**src/rtl/mux_scan.sv**
```systemverilog
// Registered N-channel multiplexer with manual select and auto-scan (dwell per channel).
// Optional registered even-parity output out_par when MUX_SCAN_PARITY_EN is defined.
module mux_scan #(
  parameter int unsigned N_CH  = 4,
  parameter int unsigned W     = 1,
  parameter int unsigned DWELL = 4,
  localparam int unsigned SEL_W = (N_CH > 2) ? $clog2(N_CH) : 1
) (
  input  logic              clk,
  input  logic              rst_n,
  input  logic [N_CH*W-1:0] in_data,
  input  logic [SEL_W-1:0]  sel,
  input  logic              mode,
  input  logic              en,
  output logic [W-1:0]      out,
  output logic [SEL_W-1:0]  out_ch,
  output logic              out_valid
`ifdef MUX_SCAN_PARITY_EN
  ,output logic             out_par
`endif
);

  localparam int unsigned CNT_W = 8;
  localparam logic [1:0] IDLE   = 2'd0;
  localparam logic [1:0] MANUAL = 2'd1;
  localparam logic [1:0] SCAN   = 2'd2;

  logic [1:0]       state, state_nxt;
  logic [SEL_W-1:0] scan_ch, scan_ch_nxt, cur_ch, mux_idx, out_ch_nxt;
  logic [CNT_W-1:0] dwell_cnt, dwell_nxt, cur_dwell;
  logic [W-1:0]     mux_data, out_nxt;
  logic             idx_ok, out_valid_nxt;

  // State register
  always_ff @(posedge clk or negedge rst_n) begin
    if (!rst_n) state <= IDLE;
    else        state <= state_nxt;
  end

  // Next state plus next datapath values; outputs follow the state being entered
  always_comb begin
    state_nxt     = state;
    scan_ch_nxt   = scan_ch;
    dwell_nxt     = dwell_cnt;
    out_nxt       = out;
    out_ch_nxt    = out_ch;
    out_valid_nxt = 1'b0;
    cur_ch        = scan_ch;
    cur_dwell     = dwell_cnt;
    mux_idx       = sel;
    mux_data      = '0;
    idx_ok        = 1'b0;

    case (state)
      IDLE, MANUAL, SCAN: begin
        if (!en)       state_nxt = IDLE;
        else if (mode) state_nxt = SCAN;
        else           state_nxt = MANUAL;
      end
      default: state_nxt = IDLE;
    endcase

    // Any entry into SCAN restarts the sweep at channel 0, dwell 0
    if (state != SCAN) begin
      cur_ch    = '0;
      cur_dwell = '0;
    end
    if (state_nxt == SCAN) mux_idx = cur_ch;

    for (int unsigned k = 0; k < N_CH; k++) begin
      if (mux_idx == SEL_W'(k)) begin
        mux_data = in_data[k*W +: W];
        idx_ok   = 1'b1;
      end
    end

    case (state_nxt)
      MANUAL: begin
        out_nxt       = idx_ok ? mux_data : '0;
        out_ch_nxt    = sel;
        out_valid_nxt = idx_ok;
      end
      SCAN: begin
        out_nxt       = mux_data;
        out_ch_nxt    = cur_ch;
        out_valid_nxt = 1'b1;
        if (cur_dwell == CNT_W'(DWELL - 1)) begin
          dwell_nxt   = '0;
          scan_ch_nxt = (cur_ch == SEL_W'(N_CH - 1)) ? '0 : cur_ch + SEL_W'(1);
        end else begin
          dwell_nxt   = cur_dwell + CNT_W'(1);
          scan_ch_nxt = cur_ch;
        end
      end
      default: ;
    endcase
  end

  // Datapath and output registers
  always_ff @(posedge clk or negedge rst_n) begin
    if (!rst_n) begin
      out       <= '0;
      out_ch    <= '0;
      out_valid <= 1'b0;
      scan_ch   <= '0;
      dwell_cnt <= '0;
    end else begin
      out       <= out_nxt;
      out_ch    <= out_ch_nxt;
      out_valid <= out_valid_nxt;
      scan_ch   <= scan_ch_nxt;
      dwell_cnt <= dwell_nxt;
    end
  end

`ifdef MUX_SCAN_PARITY_EN
  always_ff @(posedge clk or negedge rst_n) begin
    if (!rst_n) out_par <= 1'b0;
    else        out_par <= ^out_nxt;
  end
`endif

endmodule

```
**config.mk**
```make
export PLATFORM = sky130hd
export DESIGN_NAME = mux_scan
export DESIGN_NICKNAME = d
export VERILOG_FILES = /design/src/rtl/mux_scan.sv
export SDC_FILE = /design/constraint.sdc
export NUM_CORES = 1
export LEC_CHECK = 0
export ABC_AREA = 0
export CAP_MARGIN = 25
export CORE_AREA = 5 5 51 53
export DETAILED_ROUTE_END_ITERATION = 10
export DIE_AREA = 0 0 56 58
export GPL_TIMING_DRIVEN = 0
export PLACE_DENSITY = 0.78
export SETUP_SLACK_MARGIN = 0.05
export SYNTH_ARGS = -nofsm -noshare
export SYNTH_HDL_FRONTEND = slang
export SYNTH_SLANG_ARGS = --single-unit
export TNS_END_PERCENT = 1
```
**constraint.sdc**
```tcl
create_clock -name clk -period 3.55 [get_ports clk]
set_clock_uncertainty 0.15 [all_clocks]
set_input_delay 0.71 -clock clk [delete_from_list [all_inputs] [get_ports clk]]
set_output_delay 0.71 -clock clk [all_outputs]
set_load 0.02 [all_outputs]
```
==> results of run 1 <==
[cell type report]
cell class	instances	area share, %
Timing Repair Buffer	13	11.9
Buffer	4	1.72
Clock buffer	3	2.06
Inverter	8	2.75
Tap cell	28	3.21
Multi-Input combinational cell	67	41.7
Sequential cell	16	36.7
[synth_stat cells, types with 2 or more instances]
cell       n
nand4b_1   2
and3_1     3
nand2b_1   3
o21ai_0    5
a21oi_1    3
nor2b_1    4
inv_1      8
mux2_2     3
buf_2      3
and2_1     2
o22ai_1    2
ha_1       2
dfrtp_1   16
mux2i_1    4
nand2_1   10
nand3_1    5
a31oi_1    3
[flip-flops by register name, indices dropped and copies added, names as in the netlist]
register / cells
dwell_cnt: 8
out_ch: 2
scan_ch: 2
state: 2
out: 1
out_valid: 1
[worst paths after layout]
kind,depth (start not counted),end,start
setup / recovery,8,out,en
hold / removal,1,out_ch[0],out_ch[0]
setup reg to reg,8,out,state[1]
hold reg to reg,1,out_ch[0],out_ch[0]
max in group asynchronous,1,dwell_cnt[0],rst_n
min in group asynchronous,1,state[0],rst_n
[worst reg2reg max path, stage by stage (launching register included)]
cell and delay, ps:
dfrtp_1 450, nand2_1 110, nand2_1 60, or2_2 280, ha_1 240, nand2b_1 160
and3_1 170, a2111oi_0 350, a221oi_1 90
[power by group]
part | internal, mW | switching, mW
Clock | 0.0395 | 0.0552
Combinational | 0.0586 | 0.0521
Sequential | 0.205 | 0.0255
[through the flow]
stage,total power [mW],area (um^2),utilization [%]
final,0.436,1090,51.9
after global routing,0.461,1090,51.9
after CTS,0.442,1090,51.9
after detailed placement,0.345,1070,50.8
after global placement,0.341,1070,50.8
after floorplan,0.298,905,-
[cells by family after synthesis]
family	Yosys count	share of synthesized area, %
and+or+nand+nor	37	24.1
DFF	16	44.3
AOI/OAI and AO/OA	21	15.4
muxes	7	8.16
adders and majority gates	2	2.77
buffers and inverters	12	5.39
[routing by layer]
layer  GRT usage, %  wire (um)
met1           15.5        863
met3           2.00         62
met2           21.0        914
met5              0          0
met4           10.2         58
==> impl_results.md, run 1 <==
* Max-cap violation count at 0
* Fraction of registers with async set/reset at 100%
* Gates resized, CTS repair at 0
* Placed cell count at 136
* Maximum number of pins on one net before global-route repair at 17
* FF/Latch Area at 400 um^2
* Kind of end point of the critical path: flip-flop
* Number of synthesized flops with an enable pin at 0
* Floorplan die area at 3250 um^2
* Count of buffers inserted at the top-level ports at 13
* Number of filler cells placed in the layout at 200
* Peak supply drop at 0.245 mV
* Cell type group with the largest total delay on the critical path: simple AND/OR/NAND/NOR gates
* Sum of buffers and inverters on the critical path at 1
* Crit start category: primary input
* Number of global-route vias before repair at 767
* Starting density of the core at 43.0%
* Iter 0 DRT Violations at 13
* Wire length per cell after detailed routing at 13.7 um
* Wire length reported by the detailed router at 1.90 mm
* Number of storage elements in the synthesis netlist at 16
* RSZ-0062 raised after global routing: false
* Final-report hold violation count at 0
* Final net count at 125
* Antenna violations before repair at 0
* Most frequent cells in the layout: 16 x dfrtp_1, 13 x clkdlybuf4s50_1, 10 x nand2_1
* Final Slew Violations at 0
* Post-synth design cell area at 905 um^2
* Area used by multi-input combinational logic at 455 um^2
* Share of the cycle needed by the critical path after routing at 71.7%
* Worst hold slack at 369 ps
* Worst Path Required at 3560 ps
* Cells along the critical path: clkdlybuf4s50_1 -> nand2_1 -> or2_2 -> ha_1 -> nand2b_1 -> and3_1 -> a2111oi_0 -> a221oi_1
* DRC viols at 0
* Remaining max-slew budget at the tightest pin at 52.5%
* Number of rows created at floorplan at 17
* Setup slack on the worst flop-to-flop path at 1340 ps
* Critical path start-end classification: in2reg
* First-pass GRT wire length at 3.26 mm
* Achievable Freq at 393 MHz
* Top fanout value on the critical path at 4
* Clock H-tree levels at 1
* Width of the die at 56 um
* Number of warnings reported in the yosys synthesis log at 0
* Post-CTS Hold Buffers at 0
* Setup bufs post-CTS at 0
* Type of the most critical hold path: reg2reg
* Detailed-placement wirelength estimate at 1.45 mm
* Min setup slack post-route at 1000 ps
* Final Critical Period at 2550 ps
* Clock Sinks at 16
* Clk slew on worst S/H paths at 90 ps
* Clock buffers created by TritonCTS at 3
* Least-Margin Pin Slew at 710 ps
* Number of antenna cells inserted at 0
* Run status: finished clean
* Share of post-route cells with drive strength above 1 at 10.8%
* Max Root-Sink Buffers at 2
* Via/cell ratio at 5.53
* Final-report setup violation count at 0
* Detailed-router iteration count before antenna repair at 4
* Final global-route overflow total at 0
* Accumulated negative setup slack at 0 ps
* Post-Syn Nets at 107
* Antenna-violating nets left at 0
* Synthesized instance count at 95
* Routed via count at 769
* Ranking of synthesized cells by area: dfrtp_1 44%, mux2i_1 4.4%, nand2_1 4.1%
* Arrival time worst endpoint at 2550 ps
* Relative area change from synthesis to final layout at 20.7%
* Main flop type after synthesis: dfrtp_1
* Clock tree from TritonCTS: yes
* Pwr dens at 399 nW/um^2
* Share of the synthesized area in the top cell type at 44.3%
* Skew-Pair Late Insertion Delay at 290 ps
* Sequential share of the synthesized area at 44.3%
* Worst path slowest cell: clkdlybuf4s50_1
* Static Leakage at 0.484 nW
* Average cell area after synthesis at 9.52 um^2
* Die extent in y at 58 um
* Most common cell after layout, fill and taps aside: dfrtp_1
* Count of unique library cells instantiated by Yosys at 34
* Cell type with the largest total area after synthesis: dfrtp_1
* Routability congestion estimate at 0.857
* Global-route usage over all layers at 13.0%
* Core Area at 2110 um^2
* I/O pins at 14
* Setup Slack @ Placement at 715 ps
* Root Buffer Master: clkbuf_4
* Slowest cell delay on critical path at 480 ps
* Number of standard cells in the final layout excluding fillers at 139
Note: power is estimated with default switching activity, not from simulation.
==> run 2, diff against run 1 <==
--- a/config.mk
+++ b/config.mk
@@ -11,7 +11,7 @@
 export DETAILED_ROUTE_END_ITERATION = 10
 export DIE_AREA = 0 0 56 58
 export GPL_TIMING_DRIVEN = 0
-export PLACE_DENSITY = 0.78
+export PLACE_DENSITY = 0.81
 export SETUP_SLACK_MARGIN = 0.05
 export SYNTH_ARGS = -nofsm -noshare
 export SYNTH_HDL_FRONTEND = slang
==> constraint.sdc (replaced) <==
create_clock -name clk -period 2.2 [get_ports clk]
set_clock_uncertainty 0.15 [all_clocks]
set_input_delay 0.44 -clock clk [delete_from_list [all_inputs] [get_ports clk]]
set_output_delay 0.44 -clock clk [all_outputs]
set_load 0.02 [all_outputs]
==> impl_results.md, run 2 (same netlist as run 1, synthesis figures left out) <==
* Die extent in y at 58 um (unchanged)
* Least-Margin Pin Slew at 719 ps (+8.50 ps)
* Most common cell after layout, fill and taps aside: dfrtp_1
* RSZ-0062 raised after global routing: true
* Clk slew on worst S/H paths at 90 ps (about the same)
* Detailed-placement wirelength estimate at 1.40 mm (-3.2%)
* Worst hold slack at 366 ps (-3.40 ps)
* Clock Sinks at 16 (unchanged)
* Routability congestion estimate at 0.820 (-4.3%)
* Number of global-route vias before repair at 766 (-0.13%)
* Post-detailed-placement cell area at 1070 um^2 (unchanged)
* Met3 layer usage reported by global route at 3.12% (+1.1 points)
* Post-route cell area at 1150 um^2 (+4.9%)
* Accumulated negative setup slack at 0 ps (unchanged)
* Share of post-route cells with drive strength above 1 at 17.7% (+6.9 points)
* Starting density of the core at 43.0% (unchanged)
* Relative area change from synthesis to final layout at 26.7%
* Peak supply drop at 0.426 mV (+74%)
* Antenna-violating nets left at 0 (unchanged)
* Post-CTS Hold Buffers at 0 (unchanged)
* Clock tree from TritonCTS: yes
* Achievable Freq at 485 MHz
* Final global-route overflow total at 0 (unchanged)
* Root Buffer Master: clkbuf_4
* Worst Path Required at 2210 ps (-1350 ps)
* Crit start category: primary input
* Most frequent cells in the layout: 14 x dfrtp_1, 13 x clkdlybuf4s50_1, 10 x nand2_1
* Routed via count at 762 (-0.91%)
* Global-route track usage on met1 at 16.1% (+0.55 points)
* Kind of end point of the critical path: flip-flop
* Arrival time worst endpoint at 2070 ps (-480 ps)
* Most used routing layer: met2
* Share of the cycle needed by the critical path after routing at 93.7%
* Skew-Pair Late Insertion Delay at 280 ps (about the same)
* Critical path start-end classification: in2reg
* Final Slew Violations at 0 (unchanged)
* Final net count at 126 (+0.80%)
* Total power draw at 0.753 mW (+73%)
* Remaining max-slew budget at the tightest pin at 51.9% (-0.57 points)
* Met2 track demand over resource in global routing at 20.2% (-0.83 points)
* Maximum number of pins on one net before global-route repair at 17 (unchanged)
* Detailed-router iteration count before antenna repair at 4 (unchanged)
* Static Leakage at 0.496 nW (+2.6%)
* Register containing the most flip-flops in the final layout: dwell_cnt
* Count of buffers inserted at the top-level ports at 13 (unchanged)
* Max FFs per register at 8 (unchanged)
* Clock H-tree levels at 1 (unchanged)
* Max-cap violation count at 0 (unchanged)
* Post-Route Utilization at 54.4% (+2.6 points)
* Final Critical Period at 2060 ps
* Number of antenna cells inserted at 0 (unchanged)
* DRC viols at 0 (unchanged)
* Via/cell ratio at 5.40 (-2.3%)
* Run status: finished clean
* Floorplan die area at 3250 um^2 (unchanged)
* Final-report hold violation count at 0 (unchanged)
* Core Area at 2110 um^2 (unchanged)
* Top fanout value on the critical path at 4 (unchanged)
* Type of the most critical hold path: reg2reg
* Pwr dens at 657 nW/um^2 (+65%)
* Wire length per cell after detailed routing at 13.2 um (-3.5%)
* Width of the die at 56 um (unchanged)
* Iter 0 DRT Violations at 8 (-5)
* Number of rows created at floorplan at 17 (unchanged)
* I/O pins at 14 (unchanged)
* Clock buffers created by TritonCTS at 3 (unchanged)
* Max Root-Sink Buffers at 2 (unchanged)
* First-pass GRT wire length at 3.26 mm (unchanged)
* Wire length reported by the detailed router at 1.86 mm (-2.1%)
* Final-report setup violation count at 0 (unchanged)
* Antenna violations before repair at 0 (unchanged)
* Global-route usage over all layers at 12.3% (-0.74 points)
## run 2: worst max-delay path, stage by stage
cell,delay (ps)
clkdlybuf4s50_1,470
nand2_1,50
or2_4,240
ha_4,170
nand2b_1,150
and3_1,190
a2111oi_2,280
a221oi_1,80
## run 2: timing repair
| item | CTS | global route |
|---|---|---|
| buffers inserted | 0 | 1 |
| pin swaps | 0 | 1 |
| endpoints found under the setup margin | 4 | 8 |
| hold endpoints to repair | 0 | 0 |
| resized for setup | 3 | 8 |
## run 2: final timing paths
kind                            from      endpoint  slack, ps  cells past startpoint
max                               en           out        140                      8
min                        out_ch[0]     out_ch[0]        370                      1
max reg2reg                 state[1]  dwell_cnt[6]        160                      9
min reg2reg                out_ch[0]     out_ch[0]        370                      1
max in group asynchronous      rst_n      state[1]        980                      1
min in group asynchronous      rst_n  dwell_cnt[2]        430                      1
## run 2: cell type report
type	count	area (um^2)
Sequential cell	16	403
Fill cell	190	960
Clock buffer	4	36.3
Multi-Input combinational cell	67	482
Timing Repair Buffer	14	138
Inverter	8	30.0
Tap cell	28	35.0
Buffer	4	22.5
## run 2: routing by layer
metal	vias to the layer above	wire length, um
met2	18	923
met4	0	11
met3	2	81
met5	-	0
met1	362	843
li1	380	-
## run 2: power breakdown
group | leakage [nW] | internal [mW] | switching (mW)
combinational | 0.274 | 0.101 | 0.0868
sequential | 0.201 | 0.331 | 0.0402
clock | 0.0210 | 0.101 | 0.0933
total | 0.496 | 0.533 | 0.220
## run 2: through the flow
| step | setup WS (ps) | std cells |
|---|---|---|
| 2_1_floorplan | 181 | 95 |
| 3_3_place_gp | -326 | 136 |
| 3_5_place_dp | -388 | 136 |
| 4_1_cts | 50.7 | 140 |
| 5_1_grt | 46.2 | 141 |
| 6_report | 139 | 141 |
==> run 3, diff against run 2 <==
--- a/config.mk
+++ b/config.mk
@@ -8,6 +8,7 @@
 export ABC_AREA = 0
 export CAP_MARGIN = 25
 export CORE_AREA = 5 5 51 53
+export CTS_BUF_LIST = sky130_fd_sc_hd__clkbuf_16
 export DETAILED_ROUTE_END_ITERATION = 10
 export DIE_AREA = 0 0 56 58
 export GPL_TIMING_DRIVEN = 0
==> impl_results.md, run 3 (same netlist as run 1, synthesis figures left out) <==
* Clock H-tree levels at 1 (unchanged)
* Total power draw at 0.933 mW (+24%)
* Clk slew on worst S/H paths at 50 ps (-40 ps)
* Post-route cell area at 1240 um^2 (+8.1%)
* Clock buffers created by TritonCTS at 3 (unchanged)
* Clock Sinks at 16 (unchanged)
* Antenna-violating nets left at 0 (unchanged)
* Power share of the combinational group at 21.9% (-3.0 points)
* Setup slack on the worst flop-to-flop path at 150 ps (about the same)
* Number of rows created at floorplan at 17 (unchanged)
* Clock tree from TritonCTS: yes
* Number of filler cells placed in the layout at 178 (-6.3%)
* Detailed-placement wirelength estimate at 1.40 mm (unchanged)
* Most frequent cells in the layout: 15 x dfrtp_1, 13 x clkdlybuf4s50_1, 9 x nand2_1
* Internal power summed over all cells at 0.683 mW (+28%)
* Run status: finished clean
* Width of the die at 56 um (unchanged)
* Via/cell ratio at 5.43 (+0.52%)
* Share of the cycle needed by the critical path after routing at 94.7% (+0.96 points)
* Share of post-route cells with drive strength above 1 at 21.2% (+3.5 points)
* Root Buffer Master: clkbuf_16
* Count of buffers inserted at the top-level ports at 13 (unchanged)
* Achievable Freq at 480 MHz (-1.0%)
* Max Root-Sink Buffers at 2 (unchanged)
* Net Switching at 0.250 mW (+13%)
* Maximum number of pins on one net before global-route repair at 17 (unchanged)
* Max FFs per register at 8 (unchanged)
* Worst Path Required at 2170 ps (-40 ps)
* Antenna violations before repair at 0 (unchanged)
* Least-Margin Pin Slew at 719 ps (+0.193 ps)
* Placed cell count at 136 (unchanged)
* Min setup slack post-route at 117 ps (-21.1 ps)
* Final Critical Period at 2080 ps (+21.1 ps)
* Core Area at 2110 um^2 (unchanged)
* Arrival time worst endpoint at 2050 ps (-20 ps)
* Worst hold slack at 355 ps (-10.6 ps)
* Final Slew Violations at 0 (unchanged)
* Relative area change from synthesis to final layout at 36.9%
* Starting density of the core at 43.0% (unchanged)
* Post-detailed-placement cell area at 1070 um^2 (unchanged)
* Final net count at 126 (unchanged)
* Remaining max-slew budget at the tightest pin at 51.9% (about the same)
* Critical path start-end classification: in2reg
* Max-cap violation count at 0 (unchanged)
* Number of global-route vias before repair at 783 (+2.2%)
* RSZ-0062 raised after global routing: true
* Fraction of power spent switching nets at 26.8% (-2.5 points)
* Post-CTS Hold Buffers at 0 (unchanged)
* Number of standard cells in the final layout excluding fillers at 141 (unchanged)
* Static Leakage at 0.523 nW (+5.4%)
* Die extent in y at 58 um (unchanged)
* Floorplan die area at 3250 um^2 (unchanged)
* Most common cell after layout, fill and taps aside: dfrtp_1
* Number of antenna cells inserted at 0 (unchanged)
* Iter 0 DRT Violations at 8 (unchanged)
* I/O pins at 14 (unchanged)
* Routed via count at 766 (+0.52%)
* Accumulated negative setup slack at 0 ps (unchanged)
* Pwr dens at 753 nW/um^2 (+15%)
* Setup Slack @ Placement at -388 ps (unchanged)
* Portion of total power attributed to sequential cells at 40.2% (-9.1 points)
* Routability congestion estimate at 0.820 (unchanged)
* Clock network power share at 37.8% (+12 points)
* Global-route usage over all layers at 12.6% (+0.28 points)
* Final global-route overflow total at 0 (unchanged)
* Post-Route Utilization at 58.8% (+4.4 points)
* Top fanout value on the critical path at 4 (unchanged)
* Kind of end point of the critical path: flip-flop
* Register containing the most flip-flops in the final layout: dwell_cnt
* Detailed-router iteration count before antenna repair at 4 (unchanged)
* Crit start category: primary input
* Final-report setup violation count at 0 (unchanged)
* Final-report hold violation count at 0 (unchanged)
* DRC viols at 0 (unchanged)
* Wire length per cell after detailed routing at 13.8 um (+4.4%)
* First-pass GRT wire length at 3.30 mm (+1.1%)
* Type of the most critical hold path: reg2reg
* Skew-Pair Late Insertion Delay at 250 ps (-30 ps)
* Peak supply drop at 0.564 mV (+32%)
* Wire length reported by the detailed router at 1.94 mm (+4.4%)
run 3: metal layers:
metal,vias to the layer above,wire [um],global-route usage [%]
met4,0,41,7.46
met1,369,890,15.8
met3,3,65,1.78
met2,16,943,20.5
met5,-,0,0
li1,378,-,-
run 3: timing repair:
item,CTS,global route
setup endpoints to repair,6,7
pin swaps,1,3
gates resized for setup,4,15
setup buffers,0,1
run 3: layout make-up:
class / count / area [um^2] / area share [%]
plain buffers: 4 / 27.5 / 2.22
clock buffers: 3 / 75.1 / 6.06
clock inverters: 1 / 3.75 / 0.303
inverters: 8 / 30.0 / 2.42
multi-input cells: 67 / 528 / 42.6
flip-flops and latches: 16 / 402 / 32.4
well taps: 28 / 35.0 / 2.83
repair buffers: 14 / 138 / 11.1
run 3: critical path, stage by stage:
cell and delay [ps]:
clkdlybuf4s50_1 470, nand2_1 40, or2_2 310, ha_4 190, nor2b_2 160, a31oi_4 60, a2111oi_4 340, a221oi_2 50
run 3: power by group through the flow:
stage / Clock [mW] / Sequential [mW] / Combinational [mW]
after floorplan: 0 / 0.387 / 0.0939
after global placement: 0 / 0.377 / 0.174
after detailed placement: 0 / 0.378 / 0.179
after CTS: 0.363 / 0.374 / 0.184
after global routing: 0.370 / 0.384 / 0.224
final: 0.353 / 0.375 / 0.204
run 3: final timing paths:
check                          endpoint       from  cells past startpoint
setup reg to reg           dwell_cnt[6]   state[1]                      9
hold reg to reg               out_ch[0]  out_ch[0]                      1
hold / removal                out_ch[0]  out_ch[0]                      1
max in group asynchronous      state[1]      rst_n                      1
setup / recovery                    out         en                      8
min in group asynchronous  dwell_cnt[2]      rst_n                      1
